$ cat src/rtl/regfile_wb_queue.sv
// rtl/regfile_wb_queue.sv - in-order writeback queue feeding the register file write port
module regfile_wb_queue #(
   parameter int DATA_WIDTH    = 32,
   parameter int ADDRESS_WIDTH = 5,
   parameter int DEPTH         = 4
) (
   input  logic                     i_clk,
   input  logic                     i_rst,
   input  logic                     i_wb_valid,
   output logic                     o_wb_ready,
   input  logic [ADDRESS_WIDTH-1:0] i_wb_dest,
   input  logic [DATA_WIDTH-1:0]    i_wb_data,
   input  logic                     i_port_hold,
   output logic                     o_rg_wrt_en,
   output logic [ADDRESS_WIDTH-1:0] o_rg_wrt_dest,
   output logic [DATA_WIDTH-1:0]    o_rg_wrt_data,
   input  logic [ADDRESS_WIDTH-1:0] i_lk_addr1,
   input  logic [ADDRESS_WIDTH-1:0] i_lk_addr2,
   output logic                     o_lk_hit1,
   output logic [DATA_WIDTH-1:0]    o_lk_data1,
   output logic                     o_lk_hit2,
   output logic [DATA_WIDTH-1:0]    o_lk_data2,
   output logic [$clog2(DEPTH):0]   o_q_count
);

   localparam int PTR_W = $clog2(DEPTH);
   localparam int CNT_W = PTR_W + 1;

   logic [ADDRESS_WIDTH-1:0] r_dest [DEPTH];
   logic [DATA_WIDTH-1:0]    r_data [DEPTH];
   logic [PTR_W-1:0]         r_head;
   logic [PTR_W-1:0]         r_tail;
   logic [CNT_W-1:0]         r_count;

   logic                     w_empty;
   logic                     w_store;
   logic                     w_pop;
   logic [PTR_W-1:0]         w_idx;

   // Ready comes only from the registered count, so a full queue never pushes and pops together.
   assign o_wb_ready = i_rst && (r_count != CNT_W'(DEPTH));
   assign w_empty    = (r_count == '0);
   // Writes to x0 finish the handshake but are dropped instead of occupying a slot.
   assign w_store    = i_wb_valid && o_wb_ready && (i_wb_dest != '0);
   assign w_pop      = o_rg_wrt_en;

   assign o_rg_wrt_en   = !w_empty && !i_port_hold;
   assign o_rg_wrt_dest = w_empty ? '0 : r_dest[r_head];
   assign o_rg_wrt_data = w_empty ? '0 : r_data[r_head];
   assign o_q_count     = r_count;

   // Scan entries oldest to youngest so the last match (youngest) supplies the forwarded data.
   always_comb begin
      o_lk_hit1  = 1'b0;
      o_lk_data1 = '0;
      o_lk_hit2  = 1'b0;
      o_lk_data2 = '0;
      w_idx      = r_head;
      for (int k = 0; k < DEPTH; k++) begin
         w_idx = r_head + PTR_W'(k);
         if (CNT_W'(k) < r_count) begin
            if ((i_lk_addr1 != '0) && (r_dest[w_idx] == i_lk_addr1)) begin
               o_lk_hit1  = 1'b1;
               o_lk_data1 = r_data[w_idx];
            end
            if ((i_lk_addr2 != '0) && (r_dest[w_idx] == i_lk_addr2)) begin
               o_lk_hit2  = 1'b1;
               o_lk_data2 = r_data[w_idx];
            end
         end
      end
   end

   // Entry storage needs no reset; validity is tracked by head/count alone.
   always_ff @(posedge i_clk) begin
      if (w_store) begin
         r_dest[r_tail] <= i_wb_dest;
         r_data[r_tail] <= i_wb_data;
      end
   end

   // Pointer and occupancy bookkeeping; reset discards every queued entry at once.
   always_ff @(posedge i_clk or negedge i_rst) begin
      if (!i_rst) begin
         r_head  <= '0;
         r_tail  <= '0;
         r_count <= '0;
      end else begin
         if (w_store) r_tail <= r_tail + 1'b1;
         if (w_pop)   r_head <= r_head + 1'b1;
         r_count <= r_count + {{PTR_W{1'b0}}, w_store} - {{PTR_W{1'b0}}, w_pop};
      end
   end

endmodule
$ cat config.mk
export PLATFORM = sky130hd
export DESIGN_NAME = regfile_wb_queue
export DESIGN_NICKNAME = d
export VERILOG_FILES = /design/src/rtl/regfile_wb_queue.sv
export SDC_FILE = /design/constraint.sdc
export NUM_CORES = 1
export LEC_CHECK = 0
export ABC_AREA = 1
export CAP_MARGIN = 20
export CORE_MARGIN = 2
export CORE_UTILIZATION = 30
export DETAILED_ROUTE_END_ITERATION = 7
export GPL_TIMING_DRIVEN = 0
export PLACE_DENSITY = 0.55
export SLEW_MARGIN = 30
export SYNTH_ARGS = -nofsm -noshare
export SYNTH_HDL_FRONTEND = slang
export SYNTH_SLANG_ARGS = --single-unit
export TNS_END_PERCENT = 30
$ cat constraint.sdc
create_clock -name i_clk -period 8.5 [get_ports i_clk]
set_input_delay 1.7 -clock i_clk [delete_from_list [all_inputs] [get_ports i_clk]]
set_output_delay 1.7 -clock i_clk [all_outputs]
set_load 0.05 [all_outputs]
After elaboration in Yosys (flattened, before gate mapping):

Memory sizes are Yosys's and may differ from the RTL's.
Cells that the tools add are included.

* magnitude comparators: 4
* multiplexer cells: 36
* add/subtract/negate cells: 6
* equal/unequal tests: 9
* reductions and logical operators: 18

Operator list (number)
* $mux W32: 17
* $eq A5 B5 Y1: 8
* $mux W1: 18
* $reduce_bool A5 Y1: 3
* $logic_and A1 B1 Y1: 12
* $lt A1 B3 Y1 const A: 2
* $lt A2 B3 Y1 const A: 2
* $mux W5: 1
* $add A2 B1 Y2 const B: 2
* $add A2 B2 Y2 const B: 2
* $add A3 B1 Y3: 1
* $logic_not A3 Y1: 1
* $ne A3 B3 Y1 const B: 1
* $sub A3 B1 Y3: 1
* $logic_not A1 Y1: 2

* memories: 2
* logic and storage cells: 78
* bits in writable memories: 148
* input port bits: 51
* register bits after elaboration: 7

Memories
* r_data: depth 4, bits a word 32, rd ports 4, clocked after memory_dff 0, wr ports 1, RTL line 30 `logic [DATA_WIDTH-1:0] r_data [DEPTH];`
* r_dest: depth 4, bits a word 5, rd ports 4, clocked after memory_dff 0, wr ports 1, RTL line 29 `logic [ADDRESS_WIDTH-1:0] r_dest [DEPTH];`

Logic depth before layout (Yosys ltp):

An unclocked memory read counts as a cell.

* depth in word-level cells: 11
* gate-level depth with buffers: 18
* depth with buffers taken out: 14

Least setup slack after synthesis:

OpenSTA, ideal clock, no wires.

* path kind: input to register
* start: input port i_rst
* end: memory r_data[0][0], enable pin
* stages: 6
* library setup time: 0.431 ns
* slack: 3.459 ns
* path buffers: 0
* data arrival time: 4.610 ns
* cells stage by stage: inv_1 > a31oi_1 > nand2_1 > nor2_1 > inv_1 > nor2_1

* longest elaborated chain between the ends: 5

Ends and longest elaborated chain
* start, declared: RTL line 8 `input logic i_rst,`
* $logic_and A1 B1 Y1: RTL line 41 `assign o_wb_ready = i_rst && (r_count != CNT_W'(DEPTH));`
* via o_wb_ready: RTL line 10 `output logic o_wb_ready,`
* $logic_and A1 B1 Y1 (2 in a row): RTL line 44 `assign w_store = i_wb_valid && o_wb_ready && (i_wb_dest != '0);`
* $mux W1: RTL line 76 `if (w_store) begin`
* $mux W1 (not written as such): RTL line 78 `r_data[r_tail] <= i_wb_data;`
* end, declared: RTL line 30

The timed path passes the listed nets, and every way through them passes these cells.

Worst setup path after layout:

* start: input port i_lk_addr1[2]
* end: output port o_lk_data1[23]

* longest elaborated chain between the ends: 10
* elaborated cells on any way between the ends: 17
* classes of those cells: 4 x eq/ne; 8 x mux; 5 x reduce/logical

Ends and longest elaborated chain
* start, declared: RTL line 17 `input logic [ADDRESS_WIDTH-1:0] i_lk_addr1,`
* $eq A5 B5 Y1 or $reduce_bool A5 Y1 (tied branches): RTL line 62 `if ((i_lk_addr1 != '0) && (r_dest[w_idx] == i_lk_addr1)) begin`
* $logic_and A1 B1 Y1: RTL line 62
* $mux W32: RTL line 62
* $mux W32: RTL line 61 `if (CNT_W'(k) < r_count) begin`
* $mux W32: RTL line 62
* $mux W32: RTL line 61
* $mux W32: RTL line 62
* $mux W32: RTL line 61
* $mux W32: RTL line 62
* $mux W32 (*): RTL line 61
* end, declared: RTL line 20 `output logic [DATA_WIDTH-1:0] o_lk_data1,`

Mark *: on every way between the ends. The rest lies on a longest branch, timed or not.

==> flow_metrics.tcl <==
set metrics [dict create \
    run_status "finished clean" \
    fp.dieW_microns 205 \
    finalSetupViolations 0 \
    hold_path_startpoint "r_tail[0]$_DFFE_PN0P_" \
    place_congestion 0.909 \
    whs_path_depth 1 \
    crit-reg2reg-launch "o_q_count[1]$_DFF_PN0_" \
    worst_ep_arrival_time_ps 5040 \
    slew_headroom_pct 33.3 \
    rsz_0062_raised_after_global_routing "false" \
    timing_worst_slew_pin_value_ps 1000 \
    cp_data_required_time_ps 6800 \
    r2r_setup_slack_ps 5820 \
    globalRoute.totalOverflow 0 \
    critPathLaunch "i_lk_addr1[2]" \
    cts.repair.resized 0 \
    ios 159 \
    finalHoldViolCount 0 \
    yosys_warnings 0 \
    cts.reportedPaths.clkPinSlew_ps 60 \
    critical_path.max_fanout 10 \
    post_synth_most_frequent_cells "sky130_fd_sc_hd__nand2_1 (645), sky130_fd_sc_hd__nor2_1 (264), sky130_fd_sc_hd__o21ai_0 (236), sky130_fd_sc_hd__inv_1 (169), sky130_fd_sc_hd__edfxtp_1 (148)" \
    worst_r2r_endpoint "o_q_count[2]$_DFF_PN0_" \
    yosysTopAreaCellShare_pct 36.5 \
    antenna_found_initial 0 \
    wire_length_of_the_first_global_routing_pass_microns 78500 \
    synth.lib_cells_used.distinct 29 \
    setup.worst_path.class "in -> out" \
    synthCells 1872 \
    placementRows 73 \
    floorplan.initialDensity_pct 30.5 \
    floorplan.die_area_sq_mm 0.0422 \
    min_delay_worst_endpoint "r_tail[0]$_DFFE_PN0P_" \
    portbufs 158 \
    routed_via_density 5.24 \
    layout-drive-gt1-share_pct 6.81 \
    critical_path.endpoint_type "primary output" \
    synth_sequential_area_ratio_pct 38.0 \
    asyncSetResetFlopFracSynth_pct 4.52 \
    h-tree-depth 4 \
    max_cap_viol_count 0 \
    worst_hold_slack_ps 555 \
    synth.top_cells.by_area "sky130_fd_sc_hd__edfxtp_1 (37%), sky130_fd_sc_hd__nand2_1 (20%), sky130_fd_sc_hd__o21ai_0 (9.7%)" \
    postSynth.topFlopCell "sky130_fd_sc_hd__edfxtp_1" \
    drt_pre_antenna_iters 6 \
    fmax_mhz 148 \
    start_kind "input port" \
    cts.path.max_buffers 2 \
    drtIter0Drc 1548 \
    grt_start_max_net_pins 17 \
    area_growth_syn_to_layout_pct 25.1 \
    edff_count_synth 148 \
    holdCritPathClass "reg -> reg" \
    synth_area_per_cell_sq_um 6.50 \
    synthesis.nets 1932 \
    cts_tree "yes" \
    post_drt_wl_per_cell_microns 20.7 \
    layout.cell_area.non_filler_sq_mm 0.0152 \
    cts_made_buffers 17 \
    clock_latency_ps 460 \
    layout_worst_path_cycle_share_pct 79.3 \
    reg2reg_depth 11 \
    drc 0 \
    design.core.area_sq_mm 0.0399 \
    dpl-instance-area_sq_mm 0.0147 \
    drtAntennaViolNets 0 \
    finalMaxSlewViolations 0 \
    antenna_cells_inserted 0 \
    final_wirelength_microns 53600 \
    nNetsFinal 2117 \
    post_cts.repair.setup_buffers 0 \
    place_hpwl_microns 38700 \
    cts_root_buf "sky130_fd_sc_hd__clkbuf_16" \
    synth.cell_area_sq_mm 0.0122 \
    final.setup.tns_ps 0 \
    grt.total_usage_pct 25.2 \
    clock_skew_ps 9.04 \
    dominant_cell_type_by_area_after_synthesis "sky130_fd_sc_hd__edfxtp_1" \
    vias 13600 \
    finalWorstPathRequiredPeriod_ps 6740 \
    clock-sinks 155 \
    final.fill_count 4231 \
    yosys.cell_count.top_type "sky130_fd_sc_hd__nand2_1" \
    vias_in_the_first_global_route 12900 \
    dieHeight_microns 205 \
    synth-seq-cells 155 \
    cts_hold_repair.buffers 0 \
]
==> final cells by class <==
type	instances	area (sq um)	area share, %
multi-input combinational	1416	6250	41.1
sequential	155	4620	30.3
timing repair buffer	166	1800	11.8
buffer	129	683	4.49
tap	525	657	4.32
inverter	172	646	4.24
clock buffer	17	425	2.79
clock inverter	15	140	0.921
==> layout by cell type (no fill, tap or decap), drive strengths merged <==
cell and instances:
clkbuf 57, nand2 648, nor3b 1, nand3 124, or2 2, fa 1, clkinv 8, clkinvlp 2
buf 97, edfxtp 148, nor2 271, o21ai 275, a21oi 6, ha 8, xor2 11, clkdlybuf4s50 158
inv 176, a31oi 1, dfrtp 7, nand4 66, bufinv 1, nor3 2
==> flip-flops by register name, indices dropped and copies added (netlist names) <==
register	count
o_q_count	3
r_tail	2
r_data	128
r_dest	20
r_head	2
==> worst max path at each step <==
stage,slack (ps),cells after the start,endpoint
after floorplan,3460,6,r_data[0][0]$_DFFE_PP_
after global placement,1320,7,r_data[0][7]$_DFFE_PP_
after detailed placement,1850,15,o_lk_data1[23]
after CTS,1830,15,o_lk_data1[23]
after global routing,1510,15,o_lk_data1[23]
final,1760,15,o_lk_data1[23]
==> stage by stage <==
stage	std cells	util, %	setup slack, ps
after detailed placement	2563	36.7	1850
after floorplan	1872	-	3460
after global placement	2555	36.1	1320
final	2595	38.1	1760
after CTS	2595	38.1	1830
after global routing	2595	38.1	1510
==> worst max-delay path, stage by stage <==
cell and delay, ps:
sky130_fd_sc_hd__clkdlybuf4s50_1 610, sky130_fd_sc_hd__nor2_1 80, sky130_fd_sc_hd__nand3_1 200, sky130_fd_sc_hd__nand2_1 80, sky130_fd_sc_hd__inv_1 60, sky130_fd_sc_hd__nand2_1 50
sky130_fd_sc_hd__nor2_1 180, sky130_fd_sc_hd__nand3_1 400, sky130_fd_sc_hd__buf_2 360, sky130_fd_sc_hd__nor2_1 110, sky130_fd_sc_hd__nand2_1 70, sky130_fd_sc_hd__nand3_1 80
sky130_fd_sc_hd__nand2_1 50, sky130_fd_sc_hd__nand2_1 150, sky130_fd_sc_hd__clkdlybuf4s50_1 830
==> kinds of logic after synthesis <==
| family | Yosys count | share of synthesized area, % |
|---|---|---|
| AO/OA/AOI/OAI | 282 | 11.7 |
| buffers and inverters | 301 | 10.9 |
| XOR/XNOR | 11 | 0.792 |
| adder cells (fa/ha/maj) | 9 | 0.987 |
| AND/OR/NAND/NOR | 1114 | 37.6 |
| flip-flops | 155 | 38.0 |
==> layer usage <==
layer	vias to the layer above	global-route usage, %	wire length, microns
met5	-	0	0
met4	0	11.6	2040
met3	130	5.54	4820
met2	720	40.8	24500
met1	6331	32.2	22300
li1	6420	-	-
Power is not shown: default switching activity piles up to over one toggle a cycle in this logic, so the estimate is an artifact.
